**config.mk**
```make
export PLATFORM = sky130hd
export DESIGN_NAME = mac_accumulator
export DESIGN_NICKNAME = d
export VERILOG_FILES = /design/src/rtl/mac_pkg.sv /design/src/rtl/sat_add.sv /design/src/rtl/mac_accumulator.sv
export SDC_FILE = /design/constraint.sdc
export NUM_CORES = 1
export LEC_CHECK = 0
export ABC_CLOCK_PERIOD_IN_PS = 4950
export BUFFER_PORTS_ARGS = -buffer_cell sky130_fd_sc_hd__buf_2
export CORE_UTILIZATION = 44
export CTS_CLUSTER_SIZE = 14
export DETAILED_ROUTE_END_ITERATION = 8
export GPL_ROUTABILITY_DRIVEN = 0
export GPL_TIMING_DRIVEN = 0
export PLACE_DENSITY = 0.74
export SKIP_LAST_GASP = 1
export SLEW_MARGIN = 20
export SYNTH_ARGS = -nofsm -noshare
export SYNTH_HDL_FRONTEND = slang
export SYNTH_SLANG_ARGS = --single-unit
```
**constraint.sdc**
```tcl
create_clock -name clk -period 4.95 [get_ports clk]
set_clock_uncertainty 0.2 [all_clocks]
set_input_delay 0.7425 -clock clk [delete_from_list [all_inputs] [get_ports clk]]
set_output_delay 0.7425 -clock clk [all_outputs]
set_load 0.03 [all_outputs]
```
**src/rtl/mac_pkg.sv**
```systemverilog
// rtl/mac_pkg.sv - shared types and width constants for the MAC accumulate stage
package mac_pkg;

    typedef enum logic [1:0] {
        ST_IDLE  = 2'd0,
        ST_ACCUM = 2'd1,
        ST_DONE  = 2'd2
    } mac_state_e;

    localparam int PROD_W = 32;
    localparam int ACC_W  = 36;
    localparam int LEN_W  = 8;

    localparam logic signed [ACC_W-1:0] ACC_MAX = {1'b0, {(ACC_W-1){1'b1}}};
    localparam logic signed [ACC_W-1:0] ACC_MIN = {1'b1, {(ACC_W-1){1'b0}}};

endpackage

```
**src/rtl/sat_add.sv**
```systemverilog
// rtl/sat_add.sv - combinational signed saturating adder with overflow flag
module sat_add #(
    parameter int W = 36
) (
    input  logic [W-1:0] a,
    input  logic [W-1:0] b,
    output logic [W-1:0] sum,
    output logic         ovf
);

    localparam logic [W-1:0] SAT_MAX = {1'b0, {(W-1){1'b1}}};
    localparam logic [W-1:0] SAT_MIN = {1'b1, {(W-1){1'b0}}};

    logic [W:0] wide;

    // One guard bit: overflow shows up as disagreement between the two top bits.
    always_comb begin
        wide = {a[W-1], a} + {b[W-1], b};
        ovf  = wide[W] ^ wide[W-1];
        if (!ovf) begin
            sum = wide[W-1:0];
        end else if (wide[W]) begin
            sum = SAT_MIN;
        end else begin
            sum = SAT_MAX;
        end
    end

endmodule

```
**src/rtl/mac_accumulator.sv**
```systemverilog
// rtl/mac_accumulator.sv - counted saturating accumulator of signed products with valid/ready ports
module mac_accumulator
    import mac_pkg::*;
#(
    parameter int PROD_W = mac_pkg::PROD_W,
    parameter int ACC_W  = mac_pkg::ACC_W,
    parameter int LEN_W  = mac_pkg::LEN_W
) (
    input  logic              clk,
    input  logic              rst_n,
    input  logic              start,
    input  logic [LEN_W-1:0]  len,
    input  logic              abort,
    input  logic              in_valid,
    output logic              in_ready,
    input  logic [PROD_W-1:0] in_prod,
    output logic              out_valid,
    input  logic              out_ready,
    output logic [ACC_W-1:0]  out_acc,
    output logic              out_sat,
    output logic              busy
);

    mac_state_e        state_q;
    logic [LEN_W-1:0]  rem_q;
    logic [ACC_W-1:0]  acc_q;
    logic              sat_q;
    logic              in_ready_q;
    logic              out_valid_q;
    logic              busy_q;

    logic [ACC_W-1:0]  prod_ext;
    logic [ACC_W-1:0]  acc_d;
    logic              ovf;
    logic              sat_d;

    assign prod_ext = {{(ACC_W-PROD_W){in_prod[PROD_W-1]}}, in_prod};

    sat_add #(
        .W (ACC_W)
    ) u_sat_add (
        .a   (acc_q),
        .b   (prod_ext),
        .sum (acc_d),
        .ovf (ovf)
    );

    assign sat_d = sat_q | ovf;

    // Handshake flags are registered alongside the state so no input reaches them combinationally.
    always_ff @(posedge clk or negedge rst_n) begin
        if (!rst_n) begin
            state_q     <= ST_IDLE;
            rem_q       <= '0;
            acc_q       <= '0;
            sat_q       <= 1'b0;
            in_ready_q  <= 1'b0;
            out_valid_q <= 1'b0;
            busy_q      <= 1'b0;
        end else begin
            case (state_q)
                ST_IDLE: begin
                    if (start) begin
                        rem_q   <= len;
                        acc_q   <= '0;
                        sat_q   <= 1'b0;
                        busy_q  <= 1'b1;
                        if (len != '0) begin
                            state_q    <= ST_ACCUM;
                            in_ready_q <= 1'b1;
                        end else begin
                            state_q     <= ST_DONE;
                            out_valid_q <= 1'b1;
                        end
                    end
                end
                ST_ACCUM: begin
                    if (abort) begin
                        state_q    <= ST_IDLE;
                        in_ready_q <= 1'b0;
                        busy_q     <= 1'b0;
                    end else if (in_valid) begin
                        acc_q <= acc_d;
                        sat_q <= sat_d;
                        rem_q <= rem_q - LEN_W'(1);
                        if (rem_q == LEN_W'(1)) begin
                            state_q     <= ST_DONE;
                            in_ready_q  <= 1'b0;
                            out_valid_q <= 1'b1;
                        end
                    end
                end
                ST_DONE: begin
                    if (abort || out_ready) begin
                        state_q     <= ST_IDLE;
                        out_valid_q <= 1'b0;
                        busy_q      <= 1'b0;
                    end
                end
                default: begin
                    state_q     <= ST_IDLE;
                    in_ready_q  <= 1'b0;
                    out_valid_q <= 1'b0;
                    busy_q      <= 1'b0;
                end
            endcase
        end
    end

    assign in_ready  = in_ready_q;
    assign out_valid = out_valid_q;
    assign out_acc   = acc_q;
    assign out_sat   = sat_q;
    assign busy      = busy_q;

endmodule
```
==> summary.md, run 1 <==
| Metric | Value |
|---|---|
| Leakage | `2.652 nW` |
| Mean area per synthesized cell | `8.027 um2` |
| Peak VDD IR | `0.1988 mV` |
| Synth Register Bits | `50` |
| Switching Fraction | `slightly above 50%` |
| Internal Power | `between 1 and 1.5 mW` |
| Crit-path max FO | `5` |
| Drc violations | `0` |
| WL met2 | `5322 um` |
| Clk root buf | `clkbuf_8` |
| Initial antenna violation count | `0` |
| EDFF count, synth | `0` |
| Layout fillers | `947` |
| Worst Hold Class | `primary input to asynchronous set/reset pin` |
| Sequential element share of the synthesized area | `27.79%` |
| Resize count post-CTS | `0` |
| Tcrit/Tclk final | `79.65%` |
| Syn-to-layout area delta | `15.03%` |
| GRT overflow | `0` |
| Post-CTS setup buffer count | `0` |
| First-pass GRT wire length | `about 20000 um` |
| Worst path cell trace | `buf_2 -> ha_1 -> fa_1 -> a21oi_1 -> o21ai_1 -> a221oi_2 -> a2111oi_1 -> o21bai_1 -> a21oi_1 -> mux2_2 -> a2111oi_2 -> o21ai_1` |
| Vias | `4394` |
| Sequential fraction of design power | `23.4%` |
| CP arrival | `just under 4 ns` |
| Pre-CTS setup slack | `between 0.8 and 0.9 ns` |
| Worst-skew pair later-pin latency | `0.31 ns` |
| CP max stage cell | `a2111oi_1` |
| Ys Warns | `0` |
| Footprint of the multi-input gates | `3010 um2` |
| Most common cell after layout, fill and taps aside | `nand2_1` |
| Post-DP HPWL | `8986 um` |
| Worst Tran Pin Value | `0.6862 ns` |
| CTS max path bufs | `2` |
| P per Cell Area | `573.1 nW/um2` |
| Path depth of the worst reg2reg path | `11` |
| Max-slew violations | `0` |
| Fin nets | `738` |
| Die X-Extent | `103.2 um` |
| CP startpoint kind | `primary input` |
| Period minus WS final | `3.943 ns` |
| Kind of critical path | `primary input to register` |
| Layout cells sized above 1 | `a little under a fifth` |
| Setup TNS | `0 ns` |
| Number of global-route vias before repair | `4173` |
| Comb pwr share | `68.3%` |
| Max transition margin | `54.03%` |
| Die H | `103.2 um` |
| Largest stage delay, worst path | `0.61 ns` |
| Net Sw Power | `1.530 mW` |
| Routed wire per std cell | `14.90 um` |
| Final Hold Vio Count | `0` |
| Reg2Reg Setup Slack | `around 1.1 ns` |
| R2R Path Start | `out_acc[0]$_DFFE_PN0P_` |
| Antenna-violating nets left | `0` |
| Number of max-cap violations | `0` |
| Fmax | `253.6 MHz` |
| I/O pins | `86` |
| Largest area contributor in the netlist | `dfrtp_1` |
| Top Metal Used | `met4` |
| CORE AREA | `9864 um2` |
| # port buffers | `85` |
| Met3 routed WL | `660 um` |
| Initial DRC Count | `~230` |
| Fin util | `52.51%` |
| Yosys top cell area share | `27.79%` |
| CTS tree | `yes` |
| Cts hold-fix bufs | `0` |
| Most frequent cells in the layout | `nand2_1, buf_2, a21oi_1` |
| Reg-to-reg endpoint | `out_acc[26]$_DFFE_PN0P_` |
| Initial Utilization | `between 40% and 50%` |
| Die Area | `10640 um2` |
| CTS H-tree lvls | `2` |
| Crit path required time | `4.93 ns` |
| Post-synthesis cell type count | `66` |
| WL met1 | `5457 um` |
| Status | `finished clean` |
| Register area | `1251 um2` |
| Ys flop type | `dfrtp_1` |
| Ranking of synthesized cells by area | `dfrtp_1, ha_1, nand2_1, a21oi_1, xnor2_1` |
| CP Capture Type | `register` |
| Clk pwr share | `8.4%` |
| DR pass1 iterations | `6` |
| Syn nets | `646` |
| Largest net degree at the start of global routing | `51` |
| Final WL | `11700 um` |
| Endpoints failing setup | `0` |
| RSZ-0062 raised after global routing | `no` |
| Smallest setup slack after layout | `1.007 ns` |
| Tot GR Track Use | `23.30%` |
| Site Rows | `36` |
| Asr flop ratio synth | `100.0%` |
| Vias/cell | `5.597` |
| ANT cells | `0` |
| CTS sink count | `50` |
| Cts bufs inserted | `5` |
| Clk slew on worst S/H paths | `0.10 ns` |
| Syn Inst Count | `561` |
| Hold_ws | `roughly 0.24 ns` |
| Synth Cell Area | `~4500 um2` |
## state kept, by name, summed over array words and instances (netlist names)
name and flops:
out_sat 1, rem_q 8, busy 1, out_valid 1, state_q 2, out_acc 36
in_ready 1
## worst max-delay path by stage
stage | startpoint | to | slack, ns
floorplan | in_prod[11] | out_acc[26]$_DFFE_PN0P_ | 1.44
finish | in_prod[0] | out_acc[26]$_DFFE_PN0P_ | 1.01
detailed placement | in_prod[0] | out_acc[26]$_DFFE_PN0P_ | 0.89
global placement | in_prod[0] | out_acc[26]$_DFFE_PN0P_ | 0.95
CTS | in_prod[11] | out_acc[26]$_DFFE_PN0P_ | 1.17
global route | in_prod[0] | out_acc[26]$_DFFE_PN0P_ | 0.88
## metal layers
metal	vias to the layer above	global-route usage [%]
li1	2210	-
met1	2031	31.66
met2	135	37.79
met3	18	3.322
met4	0	8.234
met5	-	0
## critical path, delay by kind of cell
family | cells | cell delay, ns
mux | 1 | 0.38
compound gates | 8 | 2.26
fa+ha+maj | 2 | 0.45
buf+inv | 1 | 0.08
## logic make-up (layout without fill, tap and decap cells)
kind of cell / after synthesis / after routing / share of synthesized area (%)
compound gates: 198 / 198 / 28.62
fa+ha+maj: 39 / 39 / 11.00
mux: 3 / 3 / 0.6946
simple gates: 204 / 204 / 20.73
flops: 50 / 50 / 27.79
xor+xnor: 29 / 29 / 5.807
buf+inv: 38 / 129 / 5.362
## metrics by stage
step / power [mW] / cells / cell area (um2)
2_1_floorplan: 2.220 / 561 / 4503
3_3_place_gp: 2.654 / 779 / 5095
3_5_place_dp: 2.702 / 779 / 5097
4_1_cts: 2.965 / 785 / 5180
5_1_grt: 3.230 / 785 / 5180
6_report: 2.969 / 785 / 5180
## cells in the mapped netlist, types with 4 or more instances
cell / instances
xnor2_1: 23
a211oi_1: 6
nor4_1: 5
nand3_1: 14
nand3b_1: 4
ha_1: 38
a21o_1: 20
dfrtp_1: 50
o21ai_0: 19
a31oi_1: 4
o21a_1: 8
nor3_1: 6
nand2b_1: 8
nand2_1: 106
a21oi_1: 59
o21bai_1: 6
o211ai_1: 4
xor2_1: 5
buf_6: 5
buf_2: 4
and3_1: 8
nor2b_1: 4
nor2_1: 30
inv_1: 15
clkbuf_1: 8
o31ai_1: 4
nand4_1: 4
o21ai_1: 39
## power by group through the flow
stage | clock [mW] | sequential [mW] | combinational, mW
after global placement | 0 | 0.695 | 1.96
after CTS | 0.258 | 0.694 | 2.01
final | 0.248 | 0.693 | 2.03
after detailed placement | 0 | 0.701 | 2.00
after global routing | 0.277 | 0.716 | 2.24
after floorplan | 0 | 0.900 | 1.32
## final cells by class
type                    count  share of cell area [%]
clock buffers               6                   1.594
well taps                 133                   3.213
inverters                  15                   1.087
multi-input cells         473                   58.12
flip-flops and latches     50                   24.15
plain buffers              23                   3.575
repair buffers             85                   8.261
No activity file was read; power rests on OpenSTA's default activity.
==> run 2: changes to the inputs <==
--- a/config.mk
+++ b/config.mk
@@ -5,14 +5,15 @@
 export SDC_FILE = /design/constraint.sdc
 export NUM_CORES = 1
 export LEC_CHECK = 0
-export ABC_CLOCK_PERIOD_IN_PS = 4950
+export ABC_AREA = 1
+export ABC_CLOCK_PERIOD_IN_PS = 3700
 export BUFFER_PORTS_ARGS = -buffer_cell sky130_fd_sc_hd__buf_2
 export CORE_UTILIZATION = 44
 export CTS_CLUSTER_SIZE = 14
 export DETAILED_ROUTE_END_ITERATION = 8
 export GPL_ROUTABILITY_DRIVEN = 0
 export GPL_TIMING_DRIVEN = 0
-export PLACE_DENSITY = 0.74
+export PLACE_DENSITY = 0.73
 export SKIP_LAST_GASP = 1
 export SLEW_MARGIN = 20
 export SYNTH_ARGS = -nofsm -noshare
==> constraint.sdc (replaced) <==
create_clock -name clk -period 3.7 [get_ports clk]
set_clock_uncertainty 0.2 [all_clocks]
set_input_delay 0.555 -clock clk [delete_from_list [all_inputs] [get_ports clk]]
set_output_delay 0.555 -clock clk [all_outputs]
set_load 0.03 [all_outputs]
==> summary.md, run 2 <==
| Metric | Value |
|---|---|
| Status | `finished clean (unchanged)` |
| Period minus WS final | `3.022 ns` |
| P per Cell Area | `628.1 nW/um2 (was 573.1 nW/um2)` |
| Max transition margin | `57.09% (was 54.03%)` |
| Number of global-route vias before repair | `4524 (was 4173)` |
| Endpoints failing setup | `0 (unchanged)` |
| Largest net degree at the start of global routing | `51 (unchanged)` |
| Antenna-violating nets left | `0 (unchanged)` |
| Tot GR Track Use | `23.13% (was 23.30%)` |
| Syn-to-layout area delta | `14.49% (was 15.03%)` |
| Syn nets | `815 (was 646)` |
| CP startpoint | `out_acc[0]$_DFFE_PN0P_ (was in_prod[0])` |
| Routed wire per std cell | `13.01 um (was 14.90 um)` |
| Clk slew on worst S/H paths | `0.11 ns (was 0.10 ns)` |
| Largest stage delay, worst path | `0.46 ns (was 0.61 ns)` |
| Synth Register Bits | `50 (unchanged)` |
| Site Rows | `37 (was 36)` |
| Ranking of synthesized cells by area | `dfrtp_1, nand2_1, ha_1, inv_1, nor2_1 (was dfrtp_1, ha_1, nand2_1, a21oi_1, xnor2_1)` |
| Worst Hold Class | `primary input to asynchronous set/reset pin (unchanged)` |
| First-pass GRT wire length | `21150 um (was 19510 um)` |
| Initial Utilization | `45.85% (was 45.65%)` |
| Synth Cell Area | `4776 um2 (was 4503 um2)` |
| Synth cell count leaders | `nand2_1, inv_1, nor2_1 (was nand2_1, a21oi_1, dfrtp_1)` |
| Die Area | `11280 um2 (was 10640 um2)` |
| EDFF count, synth | `0 (unchanged)` |
| CTS tree | `yes (unchanged)` |
| Clk root buf | `clkbuf_8 (unchanged)` |
| CTS sink count | `50 (unchanged)` |
| Mean area per synthesized cell | `6.542 um2 (was 8.027 um2)` |
| CP max stage cell | `fa_1 (was a2111oi_1)` |
| Total Power | `3.435 mW (was 2.969 mW)` |
| Drc violations | `0 (unchanged)` |
| R2R Path Start | `out_acc[0]$_DFFE_PN0P_ (unchanged)` |
| CORE AREA | `10420 um2 (was 9864 um2)` |
| GRT overflow | `0 (unchanged)` |
| Critical path's top delay family | `simple AND/OR/NAND/NOR gates (was compound AO/OA/AOI/OAI gates)` |
| Initial antenna violation count | `0 (unchanged)` |
| Buffers plus inverters on the worst setup path | `1 (unchanged)` |
| Vias/cell | `5.040 (was 5.597)` |
| ANT cells | `0 (unchanged)` |
| Fmax | `330.9 MHz` |
| Reg-to-reg endpoint | `out_acc[20]$_DFFE_PN0P_ (was out_acc[26]$_DFFE_PN0P_)` |
| Leakage | `3.124 nW (was 2.652 nW)` |
| CP Capture Type | `register (unchanged)` |
| CTS max path bufs | `2 (unchanged)` |
| Top-count cell post-synth | `nand2_1 (unchanged)` |
| Worst path cell trace | `ha_1 -> fa_1 -> nand3_1 -> nand2_1 -> nand4_1 -> nand3_2 -> nand2_2 -> nand2_1 -> nand2_1 -> nand2_1 -> nand2_4 -> nand2_4 -> buf_6 -> o21ai_0 -> nand2_1 (was buf_2 -> ha_1 -> fa_1 -> a21oi_1 -> o21ai_1 -> a221oi_2 -> a2111oi_1 -> o21bai_1 -> a21oi_1 -> mux2_2 -> a2111oi_2 -> o21ai_1)` |
| Layout cells sized above 1 | `15.80% (was 19.17%)` |
| Kind of critical path | `register to register (was primary input to register)` |
| CTS H-tree lvls | `2 (unchanged)` |
| RSZ-0062 raised after global routing | `no (unchanged)` |
| Final WL | `12470 um (was 11700 um)` |
| Critical Path Stages | `15 (was 12)` |
| Post-CTS setup buffer count | `0 (unchanged)` |
| Most frequent CP cell | `nand2_1` |
| Final Hold Vio Count | `0 (unchanged)` |
| Cts hold-fix bufs | `0 (unchanged)` |
| Ys flop type | `dfrtp_1 (unchanged)` |
| Worst-skew pair later-pin latency | `0.32 ns (was 0.31 ns)` |
| # port buffers | `85 (unchanged)` |
| Max reg flops | `36 (unchanged)` |
| CP arrival | `3.02 ns (was 3.93 ns)` |
| CP startpoint kind | `register (was primary input)` |
| Number of max-cap violations | `0 (unchanged)` |
| Post-synthesis cell type count | `38 (was 66)` |
| Reg2Reg Setup Slack | `0.68 ns (was 1.11 ns)` |
| Vias | `4833 (was 4394)` |
| Most frequent cells in the layout | `nand2_1, buf_2, inv_1 (was nand2_1, buf_2, a21oi_1)` |
| Tcrit/Tclk final | `81.68%` |
| I/O pins | `86 (unchanged)` |
| Path depth of the worst reg2reg path | `15 (was 11)` |
| Asr flop ratio synth | `100.0% (unchanged)` |
| Peak VDD IR | `0.4470 mV (was 0.1988 mV)` |
| Fin nets | `907 (was 738)` |
| DR pass1 iterations | `4 (was 6)` |
| Cts bufs inserted | `5 (unchanged)` |
| Initial DRC Count | `212 (was 233)` |
| Largest area contributor in the netlist | `dfrtp_1 (unchanged)` |
| Die X-Extent | `106.2 um (was 103.2 um)` |
| Setup TNS | `0 ns (unchanged)` |
| Sequential element share of the synthesized area | `26.20% (was 27.79%)` |
| Worst Tran Pin Value | `0.6436 ns (was 0.6862 ns)` |
| Ys Warns | `0 (unchanged)` |
| Die H | `106.2 um (was 103.2 um)` |
| Post-DP HPWL | `10170 um (was 8986 um)` |
| Syn Inst Count | `730 (was 561)` |
| Crit-path max FO | `10 (was 5)` |
| Resize count post-CTS | `0 (unchanged)` |
| Most common cell after layout, fill and taps aside | `nand2_1 (unchanged)` |
| Crit path required time | `3.70 ns (was 4.93 ns)` |
| Max-slew violations | `0 (unchanged)` |
| Worst setup endpoint | `out_acc[20]$_DFFE_PN0P_ (was out_acc[26]$_DFFE_PN0P_)` |
| Yosys top cell area share | `26.20% (was 27.79%)` |
run 2: changes by cell type in the layout (fill, tap and decap cells not counted), moves of 20 or more:
cell	before	now
xnor2_1	23	3
xor2_1	5	26
nand3_1	14	36
o21ai_0	19	40
nand2_1	106	248
o21ai_1	39	13
a21o_1	20	0
nor2_1	30	70
inv_1	15	80
run 2: report_power, final:
group | internal (mW) | total [mW] | switching, mW | leakage (nW)
sequential | 0.717 | 0.843 | 0.126 | 0.655
combinational | 0.746 | 2.24 | 1.49 | 2.42
clock | 0.137 | 0.351 | 0.214 | 0.0447
total | 1.60 | 3.43 | 1.83 | 3.12
run 2: cells by family (layout without fill, tap and decap cells):
logic type	count (synthesis)	in the layout	synth area share, %
flops	50	50	26.20
compound gates	125	125	15.20
buf+inv	92	185	8.252
simple gates	395	395	34.66
xor+xnor	29	29	5.318
fa+ha+maj	39	39	10.37
run 2: per-layer routing:
layer / up-vias / routed length [um] / GRT usage (%)
met5: - / 0 / 0
met4: 0 / 136 / 4.067
met3: 11 / 677 / 2.452
met2: 139 / 5544 / 38.03
met1: 2134 / 6113 / 32.98
li1: 2549 / - / -
run 2: cell type report:
class / instances / area [um2]
plain buffers: 10 / 86.33
clock buffers: 5 / 68.82
clock inverters: 3 / 25.02
fillers: 1134 / 4949
inverters: 82 / 307.8
multi-input cells: 588 / 3131
flip-flops and latches: 50 / 1251
well taps: 136 / 170.2
repair buffers: 85 / 427.9
run 2: worst min path at each step:
stage,startpoint,to,slack (ns),cells after the start
2_1_floorplan,rst_n,busy$_DFFE_PN0P_,0.06,0
5_1_grt,rst_n,out_acc[12]$_DFFE_PN0P_,0.12,1
3_5_place_dp,busy$_DFFE_PN0P_,busy$_DFFE_PN0P_,0.28,2
4_1_cts,rst_n,out_sat$_DFFE_PN0P_,0.09,1
6_report,rst_n,out_acc[12]$_DFFE_PN0P_,0.06,1
3_3_place_gp,out_acc[6]$_DFFE_PN0P_,out_acc[6]$_DFFE_PN0P_,0.29,2
run 2: through the flow:
stage / instance area [um2] / worst slack [ns] / cells / hold slack [ns] / util [%]
3_3_place_gp: 5371 / 0.5283 / 951 / 0.2889 / 51.57
3_5_place_dp: 5374 / 0.4863 / 951 / 0.2827 / 51.59
4_1_cts: 5468 / 0.7231 / 959 / 0.08969 / 52.49
2_1_floorplan: 4776 / 1.012 / 730 / 0.05941 / -
5_1_grt: 5468 / 0.5108 / 959 / 0.1198 / 52.49
6_report: 5468 / 0.6780 / 959 / 0.06201 / 52.49
